==> src/rtl/spi_adc_slave.sv <==
// spi_adc_slave: SPI mode-0 responder emulating a 2-channel ADC.
// All SPI pins are oversampled on clk_i. An 8-bit command selects the channel
// (bit 7 = start bit, bit 6 = channel). The selected sample is frozen when the
// command completes and is shifted out MSB-first on miso_o on dclk falls.
module spi_adc_slave #(
  parameter int SYNC_STAGES = 2,
  parameter int DWIDTH      = 12,
  parameter int CWIDTH      = 8
) (
  input  logic              clk_i,
  input  logic              rst_i,
  input  logic              cs_i,
  input  logic              dclk_i,
  input  logic              mosi_i,
  output logic              miso_o,
  input  logic [DWIDTH-1:0] ch0_i,
  input  logic [DWIDTH-1:0] ch1_i,
  output logic [CWIDTH-1:0] cmd_o,
  output logic              cmd_valid_o,
  output logic              frame_done_o,
  output logic              abort_o,
  output logic              err_o,
  output logic              busy_o
);

  localparam int CCW = $clog2(CWIDTH);
  localparam int DCW = $clog2(DWIDTH + 1);
  localparam logic [CCW-1:0] CMD_LAST  = CCW'(CWIDTH - 1);
  localparam logic [DCW-1:0] DATA_LAST = DCW'(DWIDTH);

  typedef enum logic [1:0] {
    ST_IDLE    = 2'd0,
    ST_CMD     = 2'd1,
    ST_DATA    = 2'd2,
    ST_WAIT_CS = 2'd3
  } state_e;

  // Synchronizer chains and edge-detect history
  logic [SYNC_STAGES-1:0] cs_sync_q;
  logic [SYNC_STAGES-1:0] dclk_sync_q;
  logic [SYNC_STAGES-1:0] mosi_sync_q;
  logic                   cs_prev_q;
  logic                   dclk_prev_q;

  // Frame state
  state_e                 state_q;
  logic [CCW-1:0]         cmd_cnt_q;
  logic [DCW-1:0]         data_cnt_q;
  logic [CWIDTH-1:0]      cmd_shift_q;
  logic [DWIDTH-1:0]      snapshot_q;

  // Registered outputs
  logic                   miso_q;
  logic [CWIDTH-1:0]      cmd_q;
  logic                   cmd_valid_q;
  logic                   frame_done_q;
  logic                   abort_q;
  logic                   err_q;
  logic                   busy_q;

  // Decoded synchronized levels and edges
  logic                   cs_s;
  logic                   dclk_s;
  logic                   mosi_s;
  logic                   cs_rise_s;
  logic                   cs_fall_s;
  logic                   dclk_rise_s;
  logic                   dclk_fall_s;
  logic [CWIDTH-1:0]      new_cmd_s;

  assign cs_s        = cs_sync_q[SYNC_STAGES-1];
  assign dclk_s      = dclk_sync_q[SYNC_STAGES-1];
  assign mosi_s      = mosi_sync_q[SYNC_STAGES-1];
  assign cs_rise_s   = cs_s & ~cs_prev_q;
  assign cs_fall_s   = ~cs_s & cs_prev_q;
  assign dclk_rise_s = dclk_s & ~dclk_prev_q;
  assign dclk_fall_s = ~dclk_s & dclk_prev_q;
  // Command as it will look once the bit currently on mosi is shifted in
  assign new_cmd_s   = {cmd_shift_q[CWIDTH-2:0], mosi_s};

  // Oversample SPI pins; cs resets to its idle-high level so release from reset is quiet
  always_ff @(posedge clk_i or posedge rst_i) begin
    if (rst_i) begin
      cs_sync_q   <= {SYNC_STAGES{1'b1}};
      dclk_sync_q <= {SYNC_STAGES{1'b0}};
      mosi_sync_q <= {SYNC_STAGES{1'b0}};
      cs_prev_q   <= 1'b1;
      dclk_prev_q <= 1'b0;
    end else begin
      cs_sync_q   <= {cs_sync_q[SYNC_STAGES-2:0], cs_i};
      dclk_sync_q <= {dclk_sync_q[SYNC_STAGES-2:0], dclk_i};
      mosi_sync_q <= {mosi_sync_q[SYNC_STAGES-2:0], mosi_i};
      cs_prev_q   <= cs_s;
      dclk_prev_q <= dclk_s;
    end
  end

  // Frame FSM: command capture, sample snapshot, MSB-first shift-out, end-of-frame pulses
  always_ff @(posedge clk_i or posedge rst_i) begin
    if (rst_i) begin
      state_q      <= ST_IDLE;
      cmd_cnt_q    <= '0;
      data_cnt_q   <= '0;
      cmd_shift_q  <= '0;
      snapshot_q   <= '0;
      miso_q       <= 1'b0;
      cmd_q        <= '0;
      cmd_valid_q  <= 1'b0;
      frame_done_q <= 1'b0;
      abort_q      <= 1'b0;
      err_q        <= 1'b0;
      busy_q       <= 1'b0;
    end else begin
      cmd_valid_q  <= 1'b0;
      frame_done_q <= 1'b0;
      abort_q      <= 1'b0;
      case (state_q)
        ST_IDLE: begin
          miso_q <= 1'b0;
          if (cs_fall_s) begin
            state_q     <= ST_CMD;
            busy_q      <= 1'b1;
            cmd_cnt_q   <= '0;
            cmd_shift_q <= '0;
          end
        end
        ST_CMD: begin
          // cs rise takes priority over any dclk edge in the same cycle
          if (cs_rise_s) begin
            abort_q <= 1'b1;
            miso_q  <= 1'b0;
            busy_q  <= 1'b0;
            state_q <= ST_IDLE;
          end else if (dclk_rise_s) begin
            cmd_shift_q <= new_cmd_s;
            if (cmd_cnt_q == CMD_LAST) begin
              cmd_q       <= new_cmd_s;
              cmd_valid_q <= 1'b1;
              err_q       <= ~new_cmd_s[CWIDTH-1];
              if (!new_cmd_s[CWIDTH-1]) begin
                snapshot_q <= '0;
              end else if (new_cmd_s[CWIDTH-2]) begin
                snapshot_q <= ch1_i;
              end else begin
                snapshot_q <= ch0_i;
              end
              data_cnt_q <= '0;
              state_q    <= ST_DATA;
            end else begin
              cmd_cnt_q <= cmd_cnt_q + CCW'(1);
            end
          end
        end
        ST_DATA: begin
          if (cs_rise_s) begin
            abort_q <= 1'b1;
            miso_q  <= 1'b0;
            busy_q  <= 1'b0;
            state_q <= ST_IDLE;
          end else if (dclk_fall_s && (data_cnt_q != DATA_LAST)) begin
            miso_q     <= snapshot_q[DWIDTH-1];
            snapshot_q <= {snapshot_q[DWIDTH-2:0], 1'b0};
            data_cnt_q <= data_cnt_q + DCW'(1);
          end else if (dclk_rise_s && (data_cnt_q == DATA_LAST)) begin
            // master has sampled the last bit on this rise
            miso_q  <= 1'b0;
            state_q <= ST_WAIT_CS;
          end
        end
        ST_WAIT_CS: begin
          miso_q <= 1'b0;
          if (cs_rise_s) begin
            frame_done_q <= 1'b1;
            busy_q       <= 1'b0;
            state_q      <= ST_IDLE;
          end
        end
        default: begin
          miso_q  <= 1'b0;
          busy_q  <= 1'b0;
          state_q <= ST_IDLE;
        end
      endcase
    end
  end

  assign miso_o       = miso_q;
  assign cmd_o        = cmd_q;
  assign cmd_valid_o  = cmd_valid_q;
  assign frame_done_o = frame_done_q;
  assign abort_o      = abort_q;
  assign err_o        = err_q;
  assign busy_o       = busy_q;

endmodule
==> config.mk <==
export PLATFORM = sky130hd
export DESIGN_NAME = spi_adc_slave
export DESIGN_NICKNAME = d
export VERILOG_FILES = /design/src/rtl/spi_adc_slave.sv
export SDC_FILE = /design/constraint.sdc
export NUM_CORES = 1
export LEC_CHECK = 0
export ABC_AREA = 1
export CAP_MARGIN = 20
export CORE_UTILIZATION = 63
export CTS_CLUSTER_DIAMETER = 100
export DETAILED_ROUTE_END_ITERATION = 10
export DONT_BUFFER_PORTS = 1
export PLACE_DENSITY_LB_ADDON = 0.3
export SKIP_CTS_REPAIR_TIMING = 1
export SKIP_LAST_GASP = 1
export SLEW_MARGIN = 0
export SYNTH_ARGS = -nofsm -noshare
export SYNTH_HDL_FRONTEND = slang
export SYNTH_SLANG_ARGS = --single-unit
==> constraint.sdc <==
create_clock -name clk_i -period 1.7 [get_ports clk_i]
set_input_delay 0.255 -clock clk_i [delete_from_list [all_inputs] [get_ports clk_i]]
set_output_delay 0.255 -clock clk_i [all_outputs]
set_load 0.01 [all_outputs]
==> run metrics, run 1 <==
status=finished clean; clk sinks=50; Max Cap Viol=0; port buffer count=0; root buf cell=clkbuf_8; CP startpoint kind=register; Slew Limit Fails=0; vias per cell=5.246; P_int=2.217 mW; skew final=0.005853 ns; P&R area growth vs syn=10.51%; DIE AREA=4281 sq um; total global routing track utilization=0.2593; largest cells by area after synthesis=dfrtp_1 46%, nand2_1 16%, inv_1 5.9%, ha_1 4.4%, nand3_1 4.3%; DRT antenna net count=0; share of the synthesized area in the top cell type=0.4640; Comb pwr share=0.298; global route overflow=0; pre-CTS setup slack=-0.03359 ns; worst-case clock buffer depth=2; GRT met3 Usage=0.06250; Post-Syn Area=2535 sq um; f_max=623.9 MHz; register share of total power=0.450; leading area contributor after synthesis=dfrtp_1; vias in the first global route=1826; fin worst setup slack=0.09705 ns; Syn Area/Cell=7.897 sq um; post-synthesis sequential area ratio=0.4951; Initial Util=0.6722; most frequent cells after synthesis=111 x nand2_1, 47 x dfrtp_1, 40 x inv_1; cell leakage power=1.467 nW; Sw Pwr=1.232 mW; Rel. slew slack=0.6791; number of top-level pins=43; most frequent cell after synthesis=nand2_1; initial antenna violation count=0; worst skew pair latency=0.31 ns; first-pass GRT wire length=8293 um; Final Setup Violations=0; sw frac=0.3572; Synth Instances=321; worst slew pin tran=0.4806 ns; die width=65.43 um; Clock Power Share=0.251; WS Path Type=register to register; CTS tree=yes; grt met2 use=0.3982; drt first pass iters=4; 1st-iter DRT viols=111; Top Usage Layer GRT=met2; total number of vias=2004; WHS=0.2358 ns; H-tree Lvls=2; CP Capture Type=register; finished layout cell area=2801 sq um; GP Congestion=0.8235; Num CTS Buffers=5; post-place instance area=2603 sq um; total wire length=4931 um; Reg2Reg Setup Slack=0.1 ns; Yosys reg bits=50; WP data arrival=1.80 ns; core area=3771 sq um; Mapped Nets=359; final hold viol count=0; nets=371; crit path max fanout=16; post-route minimum period=1.603 ns; Distinct cells, synth=23; final core occ=0.7429; Final Cycle Share=0.9429; largest net degree at the start of global routing=24; EDFF count, synth=0; Die Ht=65.43 um; post-DR wirelength/cell=12.91 um; ys flop type=dfrtp_1; ys async rst share=1.000; met1 Use GR=0.3538; DP Wirelength=3452 um; VDD IR-drop max=664.0 uV; worst min path class=primary input to register; antenna cells=0; Clk pin slew, worst setup/hold paths=0.09 ns; yosys warns=0; share of layout cells above drive strength 1=0.1228; Core Rows=22; Worst Path Required=1.90 ns; Power Density=1231 nW/um^2; DR DRC count=0; unrepaired setup endpoints after global routing=true
-- sequential cells by signal, summed over array words and instances (netlist names) --
name / count
cmd_shift_q: 7
dclk_sync_q: 2
busy_o: 1
state_q: 2
dclk_prev_q: 1
cmd_o: 8
err_o: 1
frame_done_o: 1
data_cnt_q: 4
cs_prev_q: 1
cs_sync_q: 2
miso_o: 1
mosi_sync_q: 2
snapshot_q: 12
abort_o: 1
cmd_valid_o: 1
cmd_cnt_q: 3
-- metrics by stage --
stage                     cells  setup TNS, ns  power, mW
after floorplan             321              0      2.292
after global placement      369              0      2.489
final                       382              0      3.448
after CTS                   377        -0.4786      3.389
after global routing        382      -0.005980      3.676
after detailed placement    369        -0.3029      2.530
-- layout by cell type (no fill, tap or decap) --
cell / netlist / routed
nor2_1: 27 / 27
buf_4: 4 / 12
o21a_1: 1 / 1
dfstp_2: 3 / 3
inv_6: 0 / 2
dfrtp_1: 47 / 46
inv_2: 2 / 3
ha_1: 9 / 7
bufinv_16: 0 / 1
nor2_4: 1 / 1
o21ai_0: 18 / 18
dlygate4sd3_1: 0 / 4
clkbuf_8: 0 / 5
nand2_8: 0 / 1
or2_2: 1 / 1
nand3_4: 1 / 1
dfrtp_2: 0 / 1
nand2_2: 2 / 2
nor2_2: 2 / 2
nand2_4: 3 / 2
nand3_1: 22 / 22
nand3_2: 2 / 2
nand2_1: 111 / 111
inv_1: 40 / 39
ha_4: 0 / 2
nand4_1: 4 / 4
o21ai_1: 14 / 14
-- power by group through the flow --
stage          Sequential [mW]  Clock (mW)  Combinational [mW]
2_1_floorplan             1.52           0               0.772
3_3_place_gp              1.55           0               0.938
3_5_place_dp              1.56           0               0.973
4_1_cts                   1.54       0.874               0.976
5_1_grt                   1.57       0.922                1.18
6_report                  1.55       0.867                1.03
-- layout make-up --
class	count	area [sq um]
fill	271	969.7
inverter	42	157.7
tap	48	60.06
clock buffer	5	68.82
multi-input combinational	218	1081
sequential	50	1256
timing repair buffer	16	130.1
clock inverter	3	47.55
-- cell families (layout without fill, tap and decap cells) --
logic type | after synthesis | after routing | share of synthesized area
DFF | 50 | 50 | 0.4951
buffers and inverters | 53 | 66 | 0.09181
adders and majority gates | 9 | 9 | 0.04442
and+or+nand+nor | 176 | 176 | 0.3026
AOI/OAI and AO/OA | 33 | 33 | 0.06614
-- layer usage --
layer | vias up | part of all wire
li1 | 1013 | -
met1 | 929 | 0.46
met2 | 53 | 0.47
met3 | 9 | 0.047
met4 | 0 | 0.018
met5 | - | 0
-- worst max-delay path: stages (launching register included) --
cell     delay (ns)
dfrtp_1        0.45
inv_1          0.16
ha_4           0.18
nand2_2        0.06
inv_2          0.07
nand3_4        0.13
nand2_8        0.14
nand2_4        0.13
nand2_1        0.11
nand2_1        0.07
-- final timing paths --
| check | from | end | cells after the start |
|---|---|---|---|
| max in group asynchronous | rst_i | cs_sync_q[1] | 3 |
| min in group asynchronous | rst_i | cmd_o[4] | 2 |
| worst max-delay path | state_q[1] | snapshot_q[7] | 9 |
| worst min-delay path | ch1_i[6] | snapshot_q[6] | 4 |
| worst min register to register | dclk_sync_q[0] | dclk_sync_q[1] | 0 |
| worst max register to register | state_q[1] | snapshot_q[7] | 9 |
Note: power is estimated with default switching activity, not from simulation.
==> run 2, diff against run 1 <==
--- a/config.mk
+++ b/config.mk
@@ -11,7 +11,7 @@
 export CTS_CLUSTER_DIAMETER = 100
 export DETAILED_ROUTE_END_ITERATION = 10
 export DONT_BUFFER_PORTS = 1
-export PLACE_DENSITY_LB_ADDON = 0.3
+export PLACE_DENSITY = 0.79
 export SKIP_CTS_REPAIR_TIMING = 1
 export SKIP_LAST_GASP = 1
 export SLEW_MARGIN = 0
==> run 2 against run 1 <==
Effect of this change: via count shrank 3.3%; core utilization shrank 1.0 points; fmax grew 1.1%; cell area shrank 1.3%; register-to-register slack gained 0.02 ns; highest routed layer unchanged; combinational power is essentially flat; wire length shrank 4.4%; non-clock buffer count shrank 1.
==> run metrics, run 2 (synthesis results as in run 1) <==
status=finished clean; placed cells=368; H-tree Lvls=2; share of layout cells above drive strength 1=0.1171; core area=3771 sq um; Buffers & Inverters on Critical Path=4; max reg flops=12; WP data arrival=1.79 ns; Reg with most FFs=snapshot_q; worst skew pair latency=0.30 ns; antenna cells=0; DRT antenna net count=0; DP Wirelength=3438 um; Clk pin slew, worst setup/hold paths=0.10 ns; first-pass GRT wire length=8086 um; drt first pass iters=4; total number of vias=1937; Slew Limit Fails=0; Num CTS Buffers=5; worst min path class=primary input to register; initial antenna violation count=0; clk sinks=50; finished layout cell area=2764 sq um; post-route minimum period=1.585 ns; worst slew pin tran=0.4807 ns; CP Capture Type=register; most common cell after layout, fill and taps aside=nand2_1; DR DRC count=0; Hold Path Sink=snapshot_q[3]; DIE AREA=4281 sq um; most frequent cells in the layout=111 x nand2_1, 47 x dfrtp_1, 39 x inv_1; Reg2Reg Setup Slack=0.11 ns; reg2reg end=err_o; WS Path Type=register to register; post-DR wirelength/cell=12.37 um; reg2reg start=state_q[1]; WHS=0.2359 ns; vias per cell=5.084; nets=370; Max Cap Viol=0; global route overflow=0; Rel. slew slack=0.6791; root buf cell=clkbuf_8; Final Setup Violations=0; cell leakage power=1.455 nW; skew final=0.01016 ns; largest net degree at the start of global routing=30; max incr delay on CP=0.42 ns; hold depth=4; Core Rows=22; Power Density=1177 nW/um^2; final hold viol count=0; Die Ht=65.43 um; VDD IR-drop max=793.5 uV; hold_sp=ch0_i[3]; crit path max-delay cell type=dfrtp_1; final cell count without fillers=381; cell class contributing the biggest share of worst-path delay=buffers and inverters; Pwr Total=3.252 mW; Worst Path Required=1.90 ns; port buffer count=0; f_max=630.8 MHz; Final Cycle Share=0.9325; vias in the first global route=1776; number of top-level pins=43; r2r worst-path depth=9; 1st-iter DRT viols=123; crit path cell chain=inv_1 -> ha_2 -> nand2_2 -> inv_2 -> nand3_4 -> buf_4 -> inv_1 -> nand2_1 -> o21a_1; worst-case clock buffer depth=2; CP most frequent cell=inv_1; GP Congestion=0.8088; die width=65.43 um; post-place instance area=2608 sq um; CP startpoint kind=register; total global routing track utilization=0.2523; P&R area growth vs syn=9.033%; total wire length=4714 um; CTS tree=yes; Initial Util=0.6722; crit path max fanout=6
run 2: cell types whose count changed in the layout (fill, tap and decap cells not counted):
cell,change
buf_12,+1
bufinv_16,-1
clkinv_4,+1
dfrtp_1,+1
dfrtp_2,-1
ha_4,-2
buf_4,-2
ha_2,+2
run 2: per-stage QoR:
step / setup slack (ns) / setup TNS (ns) / utilization
2_1_floorplan: 0.1927 / 0 / -
3_3_place_gp: 0.1580 / 0 / 0.6914
3_5_place_dp: 0.1100 / 0 / 0.6914
4_1_cts: 0.07703 / 0 / 0.7167
5_1_grt: -0.007657 / -0.01521 / 0.7329
6_report: 0.1147 / 0 / 0.7329
run 2: layout make-up:
cell class | instances | area [sq um]
Clock inverter | 3 | 26.28
Clock buffer | 5 | 68.82
Multi-Input combinational cell | 218 | 1061
Timing Repair Buffer | 15 | 135.1
Sequential cell | 50 | 1255
Tap cell | 48 | 60.06
Fill cell | 277 | 1007
Inverter | 42 | 157.7
run 2: report_power, final:
part | internal (mW) | leakage (nW) | switching [mW]
logic | 0.358 | 0.746 | 0.642
clock network | 0.303 | 0.0491 | 0.409
registers | 1.40 | 0.660 | 0.144
total | 2.06 | 1.46 | 1.20
run 2: tightest hold or removal path, stage by stage:
cell and delay [ns]:
nor2_1 0.06, o21ai_0 0.08, nand3_1 0.06, nand2_1 0.04
run 2: layer usage:
layer	part of all wire	global-route usage	wire, um
met3	0.031	0.05729	146
met2	0.47	0.3789	2239
met5	0	0	0
met4	0.0064	0.07337	30
met1	0.49	0.3663	2297
run 2: worst max-delay path by stage:
stage               start       endpoint  slack (ns)  depth (start not counted)
6_report       state_q[1]          err_o        0.11                          9
4_1_cts        state_q[0]  data_cnt_q[1]        0.08                          7
3_3_place_gp   state_q[0]  snapshot_q[5]        0.16                          7
3_5_place_dp   state_q[0]  data_cnt_q[1]        0.11                          7
5_1_grt        state_q[1]          err_o      -0.008                          9
2_1_floorplan  state_q[1]  data_cnt_q[0]        0.19                         11
